--- src/rtl/sifive_scope_amba_prot_arbiter.sv ---
// Round-robin arbiter feeding one registered AMBA address-channel slot.
// Each captured request has its prot attributes sanitised against per-requester permissions.
// Violations are recorded in sticky per-requester error bits for the debug path.
module sifive_scope_amba_prot_arbiter #(
  parameter int unsigned N_REQ  = 4,
  parameter int unsigned ADDR_W = 32,
  parameter int unsigned ID_W   = 2
) (
  input  logic                    clock,
  input  logic                    reset_n,
  input  logic [N_REQ-1:0]        req_valid,
  output logic [N_REQ-1:0]        req_ready,
  input  logic [N_REQ*ADDR_W-1:0] req_addr,
  input  logic [N_REQ*7-1:0]      req_prot,
  input  logic [N_REQ-1:0]        cfg_priv_en,
  input  logic [N_REQ-1:0]        cfg_sec_en,
  output logic                    out_valid,
  input  logic                    out_ready,
  output logic [ADDR_W-1:0]       out_addr,
  output logic [6:0]              out_prot,
  output logic [ID_W-1:0]         out_id,
  output logic [N_REQ-1:0]        err_sticky,
  input  logic [N_REQ-1:0]        err_clr
);

  localparam int unsigned PROT_W = 7;
  // prot packing: {fetch, secure, privileged, writealloc, readalloc, modifiable, bufferable}
  localparam int unsigned P_SEC  = 5;
  localparam int unsigned P_PRIV = 4;
  localparam int unsigned P_WA   = 3;
  localparam int unsigned P_RA   = 2;
  localparam int unsigned P_MOD  = 1;

  logic              out_valid_q, out_valid_d;
  logic [ADDR_W-1:0] out_addr_q, out_addr_d;
  logic [PROT_W-1:0] out_prot_q, out_prot_d;
  logic [ID_W-1:0]   out_id_q, out_id_d;
  logic [ID_W-1:0]   ptr_q, ptr_d;
  logic [N_REQ-1:0]  err_q, err_d;

  logic              slot_free;
  logic              any_valid;
  logic              hi_any;
  logic [ID_W-1:0]   hi_idx;
  logic [ID_W-1:0]   lo_idx;
  logic [ID_W-1:0]   grant_idx;
  logic              grant;
  logic [N_REQ-1:0]  grant_oh;
  logic [ADDR_W-1:0] sel_addr;
  logic [PROT_W-1:0] sel_prot;
  logic              sel_priv_ok;
  logic              sel_sec_ok;
  logic [PROT_W-1:0] san_prot;
  logic              san_viol;

  // Round-robin pick: lowest valid index at or above ptr, else lowest valid index overall
  always_comb begin
    hi_any = 1'b0;
    hi_idx = '0;
    lo_idx = '0;
    for (int i = N_REQ - 1; i >= 0; i--) begin
      if (req_valid[i]) begin
        lo_idx = ID_W'(i);
        if (ID_W'(i) >= ptr_q) begin
          hi_any = 1'b1;
          hi_idx = ID_W'(i);
        end
      end
    end
    any_valid = |req_valid;
    grant_idx = hi_any ? hi_idx : lo_idx;
    slot_free = !out_valid_q || out_ready;
    grant     = reset_n && slot_free && any_valid;
  end

  // Mux out the granted requester's payload and permissions
  always_comb begin
    grant_oh    = '0;
    sel_addr    = '0;
    sel_prot    = '0;
    sel_priv_ok = 1'b0;
    sel_sec_ok  = 1'b0;
    for (int i = 0; i < N_REQ; i++) begin
      if (ID_W'(i) == grant_idx) begin
        grant_oh[i] = grant;
        sel_addr    = req_addr[i*ADDR_W +: ADDR_W];
        sel_prot    = req_prot[i*PROT_W +: PROT_W];
        sel_priv_ok = cfg_priv_en[i];
        sel_sec_ok  = cfg_sec_en[i];
      end
    end
    req_ready = grant_oh;
  end

  // Strip disallowed privilege/security bits and illegal allocate hints
  always_comb begin
    san_prot = sel_prot;
    san_viol = 1'b0;
    if (sel_prot[P_PRIV] && !sel_priv_ok) begin
      san_prot[P_PRIV] = 1'b0;
      san_viol         = 1'b1;
    end
    if (sel_prot[P_SEC] && !sel_sec_ok) begin
      san_prot[P_SEC] = 1'b0;
      san_viol        = 1'b1;
    end
    if (!sel_prot[P_MOD] && (sel_prot[P_RA] || sel_prot[P_WA])) begin
      san_prot[P_RA] = 1'b0;
      san_prot[P_WA] = 1'b0;
      san_viol       = 1'b1;
    end
  end

  // Next-state for slot, pointer and sticky errors; a new violation beats a clear
  always_comb begin
    out_valid_d = out_valid_q;
    out_addr_d  = out_addr_q;
    out_prot_d  = out_prot_q;
    out_id_d    = out_id_q;
    ptr_d       = ptr_q;
    err_d       = err_q & ~err_clr;
    if (grant) begin
      out_valid_d = 1'b1;
      out_addr_d  = sel_addr;
      out_prot_d  = san_prot;
      out_id_d    = grant_idx;
      ptr_d       = (grant_idx == ID_W'(N_REQ - 1)) ? '0 : grant_idx + ID_W'(1);
      if (san_viol) begin
        err_d = err_d | grant_oh;
      end
    end else if (slot_free) begin
      out_valid_d = 1'b0;
    end
  end

  // State registers
  always_ff @(posedge clock or negedge reset_n) begin
    if (!reset_n) begin
      out_valid_q <= 1'b0;
      out_addr_q  <= '0;
      out_prot_q  <= '0;
      out_id_q    <= '0;
      ptr_q       <= '0;
      err_q       <= '0;
    end else begin
      out_valid_q <= out_valid_d;
      out_addr_q  <= out_addr_d;
      out_prot_q  <= out_prot_d;
      out_id_q    <= out_id_d;
      ptr_q       <= ptr_d;
      err_q       <= err_d;
    end
  end

  assign out_valid  = out_valid_q;
  assign out_addr   = out_addr_q;
  assign out_prot   = out_prot_q;
  assign out_id     = out_id_q;
  assign err_sticky = err_q;

endmodule
--- config.mk ---
export PLATFORM = sky130hd
export DESIGN_NAME = sifive_scope_amba_prot_arbiter
export DESIGN_NICKNAME = d
export VERILOG_FILES = /design/src/rtl/sifive_scope_amba_prot_arbiter.sv
export SDC_FILE = /design/constraint.sdc
export NUM_CORES = 1
export LEC_CHECK = 0
export ABC_AREA = 1
export CAP_MARGIN = 10
export CORE_ASPECT_RATIO = 0.8
export CORE_MARGIN = 8
export CORE_UTILIZATION = 39
export CTS_BUF_LIST = sky130_fd_sc_hd__clkbuf_2 sky130_fd_sc_hd__clkbuf_4 sky130_fd_sc_hd__clkbuf_8
export CTS_CLUSTER_DIAMETER = 100
export DETAILED_ROUTE_END_ITERATION = 6
export GPL_TIMING_DRIVEN = 1
export PLACE_DENSITY = 0.95
export SLEW_MARGIN = 20
export SYNTH_ARGS = -nofsm -noshare
export SYNTH_HDL_FRONTEND = slang
export SYNTH_SLANG_ARGS = --single-unit
--- constraint.sdc ---
create_clock -name clock -period 6.4 [get_ports clock]
set_clock_uncertainty 0.05 [all_clocks]
set_input_delay 1.28 -clock clock [delete_from_list [all_inputs] [get_ports clock]]
set_output_delay 1.28 -clock clock [all_outputs]
set_load 0.01 [all_outputs]
* After elaboration in Yosys (flattened, before gate mapping)
Cells that the tools add are included.
** Cells by class
- Add/subtract/negate cells :: 1
- Multipliers :: 0
- Divide/modulo/power cells :: 0
- $lt $le $gt $ge :: 4
- Equality and inequality tests :: 4
- Shift operators :: 0
- Mux-type cells :: 52
- Bitwise gates (word level) :: 3
- Reduce and logical (&&, ||, !) cells :: 14
** Operators by type and width (count)
- 32-bit 2-to-1 mux :: 4
- 2-bit 2-to-1 mux :: 15
- 7-bit 2-to-1 mux :: 4
- 1-bit 2-to-1 mux :: 27
- 4-bit 2-to-1 mux :: 2
- 1-bit logical AND :: 5
- 4-bit AND :: 1
- 2-bit == test, first input constant :: 2
- 1-bit by 2-bit >= comparator with 1-bit output, first input constant :: 2
- 2-bit >= comparator, first input constant :: 2
- 1-bit zero test :: 4
- 4-bit inverter :: 1
- 4-bit OR :: 1
- 4-bit OR reduction :: 1
- 2-bit by 1-bit adder with 2-bit output, second input constant :: 1
- 1-bit by 2-bit == test with 1-bit output, first input constant :: 1
- 2-bit == test, second input constant :: 1
- 2-bit zero test :: 1
- 1-bit logical OR :: 2
- 2-bit nonzero test :: 1
** Storage, ports and cells
- Flip-flop bits (word level) :: 48
- Latch bits :: 0
- Memory bits (writable) :: 0
- Bits in read-only memories :: 0
- Input port bits :: 175
- Output and inout port bits :: 50
- Logic and storage cells :: 84
- Memories :: 0

* Longest topological paths before layout
- Depth after elaboration :: 22
- Gate-level depth with buffers :: 19
- Depth with buffers taken out :: 18

* Worst setup path before layout
OpenSTA, ideal clock, no wires.
- Path type :: input to output
- Start point :: input req_valid[2]
- End point :: output req_ready[2]
- Arrival :: 2567 ps
- Required time :: 5070 ps
- Slack :: 2503 ps
- Stages :: 9
- Buffers on the path :: 2
- Cells stage by stage :: inv_1 a21oi_1 nor2_1 a21oi_1 ha_1 inv_2 buf_6 buf_2 nor2_1
** Between the ends
- Longest elaborated chain between the ends :: 8
- Elaborated cells on any way between the ends :: 18
- Those cells by class :: eq/ne: 1; mux: 15; reduce/logical: 2
** Ends and longest elaborated chain
- start, declared :: line 11 : input logic [N_REQ-1:0] req_valid,
- 2-bit 2-to-1 mux or 1-bit 2-to-1 mux (tied branches) :: line 62 : if (req_valid[i]) begin
- 2-bit 2-to-1 mux or 1-bit 2-to-1 mux (tied branches) :: line 64 : if (ID_W'(i) >= ptr_q) begin
- 2-bit 2-to-1 mux or 1-bit 2-to-1 mux (tied branches) :: line 62
- 2-bit 2-to-1 mux or 1-bit 2-to-1 mux (tied branches) :: line 64
- 2-bit 2-to-1 mux or 1-bit 2-to-1 mux (tied branches) :: line 62
- 2-bit 2-to-1 mux * :: line 71 : grant_idx = hi_any ? hi_idx : lo_idx;
- net grant_idx[1] :: line 46 : logic [ID_W-1:0] grant_idx;
- 2-bit == test * :: line 84 : if (ID_W'(i) == grant_idx) begin
- 1-bit 2-to-1 mux * :: line 84
- end, declared :: line 12 : output logic [N_REQ-1:0] req_ready,
Mark *: on every way through the listed nets, which the timed path passes. The rest lies on a longest branch.

* Worst setup path in the final report
- Start point :: input req_valid[2]
- End point :: output req_ready[2]
** Between the ends
- Longest elaborated chain between the ends :: 8
- Elaborated cells on any way between the ends :: 18
- Those cells by class :: eq/ne: 1; mux: 15; reduce/logical: 2
** Ends and longest elaborated chain (line)
- 2-bit 2-to-1 mux or 1-bit 2-to-1 mux (tied branches) :: 62
- 2-bit 2-to-1 mux or 1-bit 2-to-1 mux (tied branches) :: 64
- 2-bit 2-to-1 mux or 1-bit 2-to-1 mux (tied branches) :: 62
- 2-bit 2-to-1 mux or 1-bit 2-to-1 mux (tied branches) :: 64
- 2-bit 2-to-1 mux or 1-bit 2-to-1 mux (tied branches) :: 62
- 2-bit 2-to-1 mux :: 71
- 2-bit == test :: 84
- 1-bit 2-to-1 mux * :: 84
Every way passes the cells marked *; elsewhere a longest branch is shown, timed or not.

==> metrics.log <==
INFO  metric status = finished, final reports clean
INFO  metric drt.antenna.violating_nets = 0
INFO  metric min_path_type = flip-flop to flip-flop
INFO  metric critical_path.top_delay_family = buffers and inverters
INFO  metric num-fill-cells = 630
INFO  metric cts.clk_slew.worst_paths = 90 ps
INFO  metric finalMaxSlewViolations = 0
INFO  metric drcViolationCount = 0
INFO  metric groute.layer.met2.usage = 40.39%
INFO  metric power_per_cell_area = 345.1 nW/µm²
INFO  metric finalHoldViolCount = 0
INFO  metric global_route.usage.met1 = 25.35%
INFO  metric place.detailed.instances = 759
INFO  metric final_instance_count_without_filler_cells = 767
INFO  metric number_of_clock_buffers_inserted_by_tritoncts = 5
INFO  metric irDropWorstVdd = 0.2382 mV
INFO  metric grt_pass1_wl = 20.70 mm
INFO  metric post_synth_num_cell_types = 28
INFO  metric criticalPathCategory = input port to primary output
INFO  metric first_global_vias = 4216
INFO  metric syn-instance-count = 451
INFO  metric worst_r2r_startpoint = ptr_q[1]
INFO  metric num_vias = 3966
INFO  metric cp-end-kind = primary output
INFO  metric regToRegEndpoint = err_sticky[1]
INFO  metric vias_per_instance = 5.171
INFO  metric worstSkewPairLatency = 300 ps
INFO  metric clk_root_buffer_cell = sky130_fd_sc_hd__clkbuf_8
INFO  metric timing.critical_path.buf_inv = 5
INFO  metric final_nets = 837
INFO  metric max-cap-violations = 0
INFO  metric hold_buffer_count_at_cts = 0
INFO  metric drive_above_1_share = 4.249%
INFO  metric fin_tns_setup = 0 ps
INFO  metric grtUsageTotal = 22.62%
INFO  metric mostFrequentLayoutCell = sky130_fd_sc_hd__clkdlybuf4s50_1
INFO  metric holdPathEnd = err_sticky[2]
INFO  metric antennaDiodeCount = 0
INFO  metric worstMarginPinSlew = 612.0 ps
INFO  metric hold_slack = 446.1 ps
INFO  metric detailedRoute.firstPassIterationCount = 5
INFO  metric die_w = 117.3 µm
INFO  metric timing.critical_path.cells = clkdlybuf4s50_1 -> inv_1 -> a21oi_1 -> nor2_1 -> nor2_1 -> nand2_1 -> nand2_1 -> ha_2 -> inv_2 -> buf_4 -> nor2_1 -> clkdlybuf4s50_1
INFO  metric syn2layout_area_growth = 71.10%
INFO  metric power_leakage = 2.346 nW
INFO  metric worst_setup_path_start_kind = input port
INFO  metric wl_per_cell = 17.54 µm
INFO  metric grt_most_used_layer = met2
INFO  metric most_frequent_cells_in_the_layout = sky130_fd_sc_hd__clkdlybuf4s50_1, sky130_fd_sc_hd__nand2_1, sky130_fd_sc_hd__dfrtp_1
INFO  metric crit_slowest_cell = sky130_fd_sc_hd__clkdlybuf4s50_1
INFO  metric synth_warnings = 0
INFO  metric area_post_placement = 5376 µm²
INFO  metric cts_htree_levels = 2
INFO  metric final-seq-area = 1201 µm²
INFO  metric critical-path-top-cell-by-count = sky130_fd_sc_hd__nor2_1
INFO  metric post-synth-top-area-cell = sky130_fd_sc_hd__dfrtp_1
INFO  metric final_cell_area = 5474 µm²
INFO  metric synth_sequential_area_ratio = 37.54%
INFO  metric first_iter_violations = 279
INFO  metric cts_tree = done
INFO  metric synth.net_count = 630
INFO  metric post_synth.cell_area_avg = 7.094 µm²
INFO  metric core_occupancy_in_the_finished_layout = 68.89%
INFO  metric period_share = 78.58%
INFO  metric worst_hold_path.num_cells = 2
INFO  metric io_buffer_count = 224
INFO  metric synth.cell_area = 3199 µm²
INFO  metric hpwl = 10.30 mm
INFO  metric reg2reg_setup_slack = 3380 ps
INFO  metric chipHeight = 97.01 µm
INFO  metric length_in_cells_of_the_worst_reg_to_reg_path = 16
INFO  metric holdCritStartpoint = err_sticky[2]
INFO  metric rows = 29
INFO  metric postCtsResizedCells = 0
INFO  metric cts_sinks = 48
INFO  metric critical_path.max_fanout = 42
INFO  metric final_period_minus_worst_setup_slack = 5029 ps
INFO  metric grt_overflow = 0
INFO  metric yosys_register_bits = 48
INFO  metric globalplace.congestion = 0.9469
INFO  metric synth_largest_type_area_fraction = 37.54%
INFO  metric fmax = 198.8 MHz
INFO  metric postRouteWirelength = 13.45 mm
INFO  metric clock_path_buffers = 2
INFO  metric cts_setup_buffers = 0
INFO  metric worst_ep_arrival_time = 3700 ps
INFO  metric slew_headroom = 59.20%
INFO  metric required = 5070 ps
INFO  metric grt_use_met3 = 5.466%
INFO  metric core_area = 7946 µm²
INFO  metric antenna_violations_before_repair = 0
INFO  metric synth.area.top_cells = sky130_fd_sc_hd__dfrtp_1, sky130_fd_sc_hd__nand2_1, sky130_fd_sc_hd__o211ai_1
INFO  metric grt_max_degree = 49
INFO  metric boundaryPins = 225
INFO  metric setup_repair_after_global_routing_missed_its_margin = false
INFO  metric multi_input_area = 1692 µm²
INFO  metric setup_viol = 0
INFO  metric worst_path_largest_cell_delay = 570 ps
INFO  metric die-area = 11380 µm²
INFO  metric starting_density_of_the_core = 40.26%
layout make-up:
class / instances / area share [%]
repair buffers: 229 / 41.55
multi-input cells: 355 / 30.90
flip-flops and latches: 48 / 21.94
well taps: 108 / 2.469
clock buffers: 7 / 1.646
inverters: 19 / 1.349
clock inverters: 1 / 0.1371
routing by layer:
metal  vias up  wire, µm
met2       206      6667
met1      1827      5250
met4         0       329
met5         -         0
li1       1903         -
met3        30      1203
metrics by stage:
stage | worst slack (ps) | total power, mW
floorplan | 2503 | 1.199
global route | 1202 | 2.041
detailed placement | 1425 | 1.691
global placement | 1548 | 1.646
finish | 1371 | 1.889
CTS | 1417 | 1.895
sequential cells by signal, indices dropped and copies added (netlist names):
name        cells
out_prot        7
out_id          2
ptr_q           2
err_sticky      4
out_valid       1
out_addr       32
synthesized netlist by cell type:
cell type and number:
sky130_fd_sc_hd__o21ai_1 12, sky130_fd_sc_hd__inv_4 1, sky130_fd_sc_hd__buf_8 1, sky130_fd_sc_hd__nor2_2 1, sky130_fd_sc_hd__o21a_1 2, sky130_fd_sc_hd__buf_6 10, sky130_fd_sc_hd__clkbuf_1 2, sky130_fd_sc_hd__nand3_2 3
sky130_fd_sc_hd__a21o_1 2, sky130_fd_sc_hd__dfrtp_1 48, sky130_fd_sc_hd__a21oi_1 45, sky130_fd_sc_hd__nand2_4 1, sky130_fd_sc_hd__nor3_1 1, sky130_fd_sc_hd__a21boi_0 1, sky130_fd_sc_hd__inv_2 3, sky130_fd_sc_hd__o21ai_0 30
sky130_fd_sc_hd__nand2_1 196, sky130_fd_sc_hd__buf_4 9, sky130_fd_sc_hd__nand3_1 6, sky130_fd_sc_hd__nor2_8 1, sky130_fd_sc_hd__nor2_1 13, sky130_fd_sc_hd__or2_1 1, sky130_fd_sc_hd__or2_2 1, sky130_fd_sc_hd__ha_1 4
sky130_fd_sc_hd__o211ai_1 34, sky130_fd_sc_hd__buf_2 7, sky130_fd_sc_hd__inv_1 15, sky130_fd_sc_hd__and2_4 1
kinds of logic (layout without fill, tap and decap cells):
| kind of cell | count (synthesis) | in the layout | share of synthesized area (%) |
|---|---|---|---|
| AO/OA/AOI/OAI | 126 | 126 | 22.76 |
| flip-flops | 48 | 48 | 37.54 |
| buffers and inverters | 48 | 256 | 9.738 |
| AND/OR/NAND/NOR | 225 | 225 | 28.39 |
| adder cells (fa/ha/maj) | 4 | 4 | 1.564 |
power breakdown:
part,leakage (nW),internal (mW),switching (mW)
Combinational,1.69,0.553,0.635
Clock,0.0479,0.0922,0.100
Sequential,0.610,0.432,0.0765
Total,2.35,1.08,0.812
tightest hold or removal path, cell delays in order, from the launching register on:
cell	delay, ps
sky130_fd_sc_hd__dfrtp_1	360
sky130_fd_sc_hd__nand2_1	50
sky130_fd_sc_hd__nand2_1	50
worst max-delay path by stage:
stage,startpoint,endpoint,slack [ps],depth (start not counted)
6_report,req_valid[2],req_ready[2],1370,12
2_1_floorplan,req_valid[2],req_ready[2],2500,9
5_1_grt,req_valid[2],req_ready[2],1200,12
4_1_cts,req_valid[2],req_ready[2],1420,12
3_3_place_gp,req_valid[2],req_ready[2],1550,10
3_5_place_dp,req_valid[2],req_ready[2],1420,12
(Power assumes the default switching activity.)
